**config.mk**
```make
export PLATFORM = sky130hd
export DESIGN_NAME = instr_fetch_unit
export DESIGN_NICKNAME = d
export VERILOG_FILES = /design/src/rtl/instr_fetch_unit.sv
export SDC_FILE = /design/constraint.sdc
export NUM_CORES = 1
export LEC_CHECK = 0
export ABC_AREA = 1
export BUFFER_PORTS_ARGS = -buffer_cell sky130_fd_sc_hd__buf_2
export CAP_MARGIN = 20
export CELL_PAD_IN_SITES_DETAIL_PLACEMENT = 1
export CELL_PAD_IN_SITES_GLOBAL_PLACEMENT = 1
export CORE_ASPECT_RATIO = 0.9
export CORE_UTILIZATION = 36
export DETAILED_ROUTE_END_ITERATION = 10
export PLACE_DENSITY = 0.81
export SLEW_MARGIN = 20
export SYNTH_ARGS = -nofsm -noshare
export SYNTH_HDL_FRONTEND = slang
export SYNTH_SLANG_ARGS = --single-unit
export TNS_END_PERCENT = 1
```
**constraint.sdc**
```tcl
create_clock -name Clock -period 4.7 [get_ports Clock]
set_clock_uncertainty 0.15 [all_clocks]
set_input_delay 0.235 -clock Clock [delete_from_list [all_inputs] [get_ports Clock]]
set_output_delay 0.235 -clock Clock [all_outputs]
set_load 0.005 [all_outputs]
```
**src/rtl/instr_fetch_unit.sv**
```systemverilog
// Instruction fetch stage: samples the PC, reads instruction memory over a
// req/ack handshake, buffers the word and hands it to decode with valid/ready.
// Redirect flushes never withdraw an outstanding memory request; that request
// is drained and its data thrown away. Misaligned PCs park the unit in a
// sticky fault until a flush or reset.
module instr_fetch_unit #(
  parameter int CNT_WIDTH = 16
) (
  input  logic                 Clock,
  input  logic                 Reset,
  input  logic [31:0]          PC,
  input  logic                 Flush,
  output logic                 PCStall,
  output logic                 IMemReq,
  output logic [31:0]          IMemAddr,
  input  logic                 IMemAck,
  input  logic [31:0]          IMemData,
  output logic [31:0]          Instr,
  output logic [31:0]          InstrPC,
  output logic                 InstrValid,
  input  logic                 DecodeReady,
  output logic                 Fault,
  output logic [CNT_WIDTH-1:0] FetchCount
);

  typedef enum logic [2:0] {
    S_IDLE,
    S_REQ,
    S_HOLD,
    S_DRAIN,
    S_FAULT
  } state_t;

  state_t               state_q, state_d;
  logic                 imem_req_q, imem_req_d;
  logic [31:0]          imem_addr_q, imem_addr_d;
  logic [31:0]          instr_q, instr_d;
  logic [31:0]          instr_pc_q, instr_pc_d;
  logic                 instr_valid_q, instr_valid_d;
  logic                 fault_q, fault_d;
  logic [CNT_WIDTH-1:0] fetch_count_q, fetch_count_d;

  logic pc_aligned;
  logic latch_pc;

  // The PC is consumed only when the unit is free to start a new fetch;
  // there is deliberately no path from IMemAck into this decision.
  always_comb begin
    pc_aligned = (PC[1:0] == 2'b00);
    latch_pc   = ~Reset & ~Flush & pc_aligned &
                 ((state_q == S_IDLE) | ((state_q == S_HOLD) & DecodeReady));
    PCStall    = ~latch_pc;
  end

  // Next-state and register-update logic; every register holds by default.
  always_comb begin
    state_d       = state_q;
    imem_req_d    = imem_req_q;
    imem_addr_d   = imem_addr_q;
    instr_d       = instr_q;
    instr_pc_d    = instr_pc_q;
    instr_valid_d = instr_valid_q;
    fault_d       = fault_q;
    fetch_count_d = fetch_count_q;

    case (state_q)
      S_IDLE: begin
        if (Flush) begin
          instr_valid_d = 1'b0;
          fault_d       = 1'b0;
        end else if (latch_pc) begin
          imem_addr_d = PC;
          imem_req_d  = 1'b1;
          state_d     = S_REQ;
        end else if (!pc_aligned) begin
          fault_d = 1'b1;
          state_d = S_FAULT;
        end
      end

      S_REQ: begin
        if (IMemAck) begin
          imem_req_d = 1'b0;
          if (Flush) begin
            // Data that arrives with the redirect belongs to the old path.
            state_d = S_IDLE;
          end else begin
            instr_d       = IMemData;
            instr_pc_d    = imem_addr_q;
            instr_valid_d = 1'b1;
            state_d       = S_HOLD;
          end
        end else if (Flush) begin
          // Keep the request up so memory sees a clean handshake.
          state_d = S_DRAIN;
        end
      end

      S_HOLD: begin
        if (Flush) begin
          // The buffered instruction is dropped, even if decode was ready.
          instr_valid_d = 1'b0;
          fault_d       = 1'b0;
          state_d       = S_IDLE;
        end else if (DecodeReady) begin
          fetch_count_d = fetch_count_q + {{(CNT_WIDTH-1){1'b0}}, 1'b1};
          instr_valid_d = 1'b0;
          if (latch_pc) begin
            imem_addr_d = PC;
            imem_req_d  = 1'b1;
            state_d     = S_REQ;
          end else begin
            fault_d = 1'b1;
            state_d = S_FAULT;
          end
        end
      end

      S_DRAIN: begin
        if (IMemAck) begin
          imem_req_d = 1'b0;
          state_d    = S_IDLE;
        end
      end

      S_FAULT: begin
        if (Flush) begin
          fault_d = 1'b0;
          state_d = S_IDLE;
        end
      end

      default: begin
        state_d = S_IDLE;
      end
    endcase
  end

  // State and datapath registers with immediate (asynchronous) reset.
  always_ff @(posedge Clock or posedge Reset) begin
    if (Reset) begin
      state_q       <= S_IDLE;
      imem_req_q    <= 1'b0;
      imem_addr_q   <= 32'd0;
      instr_q       <= 32'd0;
      instr_pc_q    <= 32'd0;
      instr_valid_q <= 1'b0;
      fault_q       <= 1'b0;
      fetch_count_q <= '0;
    end else begin
      state_q       <= state_d;
      imem_req_q    <= imem_req_d;
      imem_addr_q   <= imem_addr_d;
      instr_q       <= instr_d;
      instr_pc_q    <= instr_pc_d;
      instr_valid_q <= instr_valid_d;
      fault_q       <= fault_d;
      fetch_count_q <= fetch_count_d;
    end
  end

  assign IMemReq    = imem_req_q;
  assign IMemAddr   = imem_addr_q;
  assign Instr      = instr_q;
  assign InstrPC    = instr_pc_q;
  assign InstrValid = instr_valid_q;
  assign Fault      = fault_q;
  assign FetchCount = fetch_count_q;

endmodule

```
==> metrics, run 1 <==
status finished, final reports clean; Final Util 53.0%; Netlist cell types 31; setup TNS 0 ns; CP Capture Type register; Post-Syn Area 0.00516 mm^2; area occupied by multi-input gates 0.00165 mm^2; initial antenna violation count 0; Syn Area/Cell 8.76 um^2; Post-Layout Cell Count 1,039; clock slew at reported path FFs 0.06 ns; RSZ-0062 raised after global routing no; total number of vias 4,893; net count after synthesis 659; fmax 0.390 GHz; Routed met1 length 6420 um; DR DRC count 0; most frequent cells in the layout buf_2, nand2_1, dfrtp_1; post_cts resized 0; Tmin final 2.57 ns; die area 0.0148 mm^2; total track usage 23.2%; Ant. Diodes 0; Post-Place Cells 944; die extent in x 128 um; startpoint types register; antenna viol nets, final 0; power consumption 0.00441 W; Pwr Density 593 mW/mm^2; Final period util 54.6%; CP required 4.82 ns; Row Count 41; DP HPWL 10,500 um; DRT iter0 DRCs 297; most common cell after layout, fill and taps aside buf_2; Max-Cap Viols 0; static leakage 3.98 nW; share of layout cells above drive strength 1 27.5%; Yosys reg bits 118; DR vias/cell 4.71; CTS Sinks 118; top layer in use met4; H-tree depth 4; Final Hold Vio Count 0; Die Span Y 116 um; final setup fails 0; clock root cell clkbuf_16; CTS tree yes; Congestion Overflow GR 0; WL met2 8540 um; area of the core 0.0140 mm^2; met3 WL post-DR 910 um; I/O Buffers 184; clk_lat worst skew 0.42 ns; gpl congestion 0.852; IO Pins 185; first-pass detailed-route iteration total 4; Routed WL 16,300 um; Syn Inst Count 589; Max-slew headroom 47.1%; setup bufs post-CTS 0; worst hold path class in -> reg; register area share after synthesis 57.2%; yosys synthesis warning count 0; max-slew violation count 0; starting density of the core 36.9%; routed len/inst 15.7 um; largest net degree at the start of global routing 83; # nets final 903; Worst Path Class, Setup reg -> reg; CP Max Fanout 75; first-pass GRT wire length 26,300 um; P&R area growth vs syn 43.9%; worst slew pin tran 0.793 ns; Clock Path Buffers 2; vias in the first global route 5,318; Setup WS pre-CTS 2.11 ns; final setup margin 2.13 ns; clock buffer count from CTS 17; sequential cell area 0.00295 mm^2; Crit path arrival time 2.69 ns; Peak VDD IR 0.311 mV; fill cell count 1,667
-- flip-flops by register name, indices dropped and copies added (netlist names) --
| signal | cells |
|---|---|
| FetchCount | 16 |
| InstrPC | 32 |
| IMemAddr | 32 |
| state_q | 3 |
| Instr | 32 |
| IMemReq | 1 |
| InstrValid | 1 |
| Fault | 1 |
-- worst max-delay path, stage by stage, from the launching register on --
cell and delay, ns:
dfrtp_1 0.50, nor2_2 0.20, nand2_2 0.10, inv_2 0.09, nand3_4 0.54, buf_4 0.56, nand2_1 0.15, o21ai_0 0.10
-- layout make-up --
| cell class | count | share of cell area (%) |
|---|---|---|
| sequential | 118 | 39.8 |
| multi-input combinational | 357 | 22.3 |
| timing repair buffer | 250 | 21.2 |
| clock buffer | 20 | 6.28 |
| inverter | 89 | 4.57 |
| tap | 193 | 3.25 |
| clock inverter | 12 | 2.68 |
-- path summary, 6_finish.rpt --
| check | end | slack, ns | from | cells after the start |
|---|---|---|---|---|
| min in group asynchronous | Fault | 0.38 | Reset | 3 |
| min reg2reg | Fault | 0.34 | Fault | 2 |
| max reg2reg | InstrPC[27] | 2.13 | state_q[1] | 7 |
| min | IMemReq | 0.06 | DecodeReady | 4 |
| max | InstrPC[27] | 2.13 | state_q[1] | 7 |
| max in group asynchronous | IMemAddr[20] | 3.04 | Reset | 4 |
-- stage by stage --
step	cell area, um^2	hold WS [ns]
2_1_floorplan	5160	0.206
3_3_place_gp	6130	0.294
3_5_place_dp	6130	0.302
4_1_cts	7420	0.0547
5_1_grt	7430	0.104
6_report	7430	0.0630
-- cell usage after synthesis (all sizes together) --
master    n  area share (%)
nor3b     1            0.15
nor3      3            0.51
nand4     4            0.61
dfrtp   118              57
nand2   176              13
nor2     36             3.3
nand3    15             1.6
o22ai     1            0.12
ha        1            0.24
clkbuf    2            0.17
buf      23             4.3
xor2      6             1.0
xnor2     2            0.34
inv      89             6.5
nand3b    1            0.15
o21ai   104              10
a21oi     7            0.68
-- report_power, final --
group	internal [W]	leakage [nW]	switching [W]
Sequential	0.00142	1.51	0.000290
Clock	0.000981	0.314	0.000471
Combinational	0.000551	2.15	0.000691
Total	0.00295	3.98	0.00145
-- cell families (layout without fill, tap and decap cells) --
group	after synthesis	in the layout	synth area share (%)
AND/OR/NAND/NOR	236	236	19.3
flip-flops	118	118	57.2
buffers and inverters	114	371	10.9
AO/OA/AOI/OAI	112	112	11.0
XOR/XNOR	8	8	1.36
adder cells (fa/ha/maj)	1	1	0.242
-- timing repair --
action / 4_1_cts / 5_1_grt
hold endpoints to repair: 138 / 0
hold buffers: 63 / 0
endpoints found under the setup margin: 0 / 0
-- layer usage --
layer	GRT usage [%]	vias to the layer above
met5	0	-
met4	11.5	0
met3	7.11	35
met2	40.5	150
met1	25.8	2383
li1	-	2325
No activity file was read; power rests on OpenSTA's default activity.
==> run 2, diff against run 1 <==
clock period = 2.5 ns   (was 4.7 ns; I/O delays follow)
==> run 2 against run 1 <==
Against the previous run:
- critical path depth is 2 lower
- via count is 0.80% lower
- first-iteration DRC count is 13% lower
- sequential cell count stayed put
- power is 81% higher
- sequential power is 88% higher
- cell count is 0.48% higher
- core utilization hardly changed
- combinational power is 91% higher
- die area stayed put
- critical path type is now reg -> out
- critical endpoint is now PCStall
==> metrics, run 2 (synthesized netlist as in run 1, its figures left out) <==
status finished, final reports clean; sequential fraction of design power 40.5%; worst hold path class in -> reg; Die Span Y 116 um; internal power 0.00524 W; Clock Path Buffers 2; final setup fails 0; clock slew at reported path FFs 0.05 ns; startpoint types register; Clk network pwr share 29.7%; Combinational Power Share 29.8%; share of layout cells above drive strength 1 27.3%; worst slew pin tran 0.627 ns; DR DRC count 0; P&R area growth vs syn 43.8%; Cell Chain, Critical Path nor2_8 -> o21ai_2 -> nor2_4 -> inv_1 -> buf_2; most frequent cells in the layout buf_2, nand2_1, dfrtp_1; IO Pins 185; Critical Path Slowest Stage Cell dfrtp_1; Ant. Diodes 0; routed len/inst 15.9 um; Sw Pwr 0.00272 W; DRT iter0 DRCs 258; first-pass detailed-route iteration total 4; # nets final 908; RSZ-0062 raised after global routing no; Crit path max-delay family simple AND/OR/NAND/NOR gates; die area 0.0148 mm^2; Post-Layout Cell Count 1,044; Final Hold Vio Count 0; CP Capture Type primary output; CP Max Fanout 13; CP required 2.23 ns; power consumption 0.00796 W; fill cell count 1,671; static leakage 3.98 nW; Worst Min Path Start Flush; setup bufs post-CTS 0; CP Launch Point state_q[0]; DR vias/cell 4.65; DP HPWL 10,700 um; Tmin final 2.08 ns; Row Count 41; total number of vias 4,854; Worst path max stage delay 0.53 ns; die extent in x 128 um; hold_ws 0.0648 ns; sequential cell area 0.00295 mm^2; switch share 34.2%; R2R setup slack 0.42 ns; Worst Path Class, Setup reg -> out; final setup margin 0.423 ns; reg2reg start state_q[1]; I/O Buffers 184; worst path bufs/invs 2; fmax 0.481 GHz; area occupied by multi-input gates 0.00165 mm^2; antenna viol nets, final 0; post_cts resized 0; gpl congestion 0.834; CTS tree yes; Max-Cap Viols 0; clock root cell clkbuf_16; starting density of the core 36.9%; Hold-fix buffers, CTS 65; max-slew violation count 0; area of the core 0.0140 mm^2; vias in the first global route 5,306; most common cell after layout, fill and taps aside buf_2; Peak VDD IR 0.673 mV; first-pass GRT wire length 26,300 um; setup TNS 0 ns; CTS Sinks 118; Post-Place Cells 947; H-tree depth 4; initial antenna violation count 0; clock buffer count from CTS 17; largest net degree at the start of global routing 119; Crit path arrival time 1.80 ns; Routed WL 16,600 um; total track usage 23.0%; Congestion Overflow GR 0; Setup WS pre-CTS 0.442 ns; Final period util 83.1%; clk_lat worst skew 0.40 ns; Pwr Density 1070 mW/mm^2; Max-slew headroom 58.1%
==> run 2: cell count changes in the layout (fill, tap and decap cells not counted), sizes merged <==
cell | before | now
clkinv | 3 | 6
bufinv | 5 | 2
inv | 89 | 88
clkinvlp | 4 | 2
dlygate4sd3 | 63 | 65
clkbuf | 20 | 23
buf | 187 | 190
==> run 2: final timing paths <==
check	to	cells past startpoint
max	PCStall	5
min	Fault	4
max reg2reg	Instr[8]	6
min reg2reg	InstrPC[0]	2
max in group asynchronous	Instr[26]	4
min in group asynchronous	InstrPC[10]	4
==> run 2: cell type report <==
cell class                      count  area share, %
Sequential cell                   118           39.8
Timing Repair Buffer              255           22.5
Multi-Input combinational cell    357           22.3
Clock buffer                       23           6.31
Inverter                           89           4.55
Tap cell                          193           3.25
Clock inverter                      9           1.37
==> run 2: power by group through the flow <==
stage	registers (W)	clock network [W]	logic [W]
floorplan	0.00317	0	0.00108
global placement	0.00316	0	0.00212
detailed placement	0.00321	0	0.00226
CTS	0.00321	0.00241	0.00236
global route	0.00332	0.00248	0.00267
finish	0.00322	0.00236	0.00237
==> run 2: worst register-to-register path: stages, from the launching register on <==
cell,delay (ns)
dfrtp_1,0.50
nor2_2,0.20
nand2_2,0.10
inv_2,0.09
nand3_4,0.34
buf_12,0.35
o21ai_1,0.25
==> run 2: per-layer routing <==
layer | routed length [um] | global-route usage (%)
met2 | 8690 | 42.3
met5 | 0 | 0
met4 | 323 | 9.33
met3 | 1010 | 7.02
met1 | 6600 | 24.6
==> run 2: per-stage QoR <==
stage / utilization [%] / instance area (um^2)
3_5_place_dp: 44.3 / 6200
2_1_floorplan: - / 5160
6_report: 53.0 / 7420
4_1_cts: 53.0 / 7420
5_1_grt: 53.0 / 7420
3_3_place_gp: 44.3 / 6200
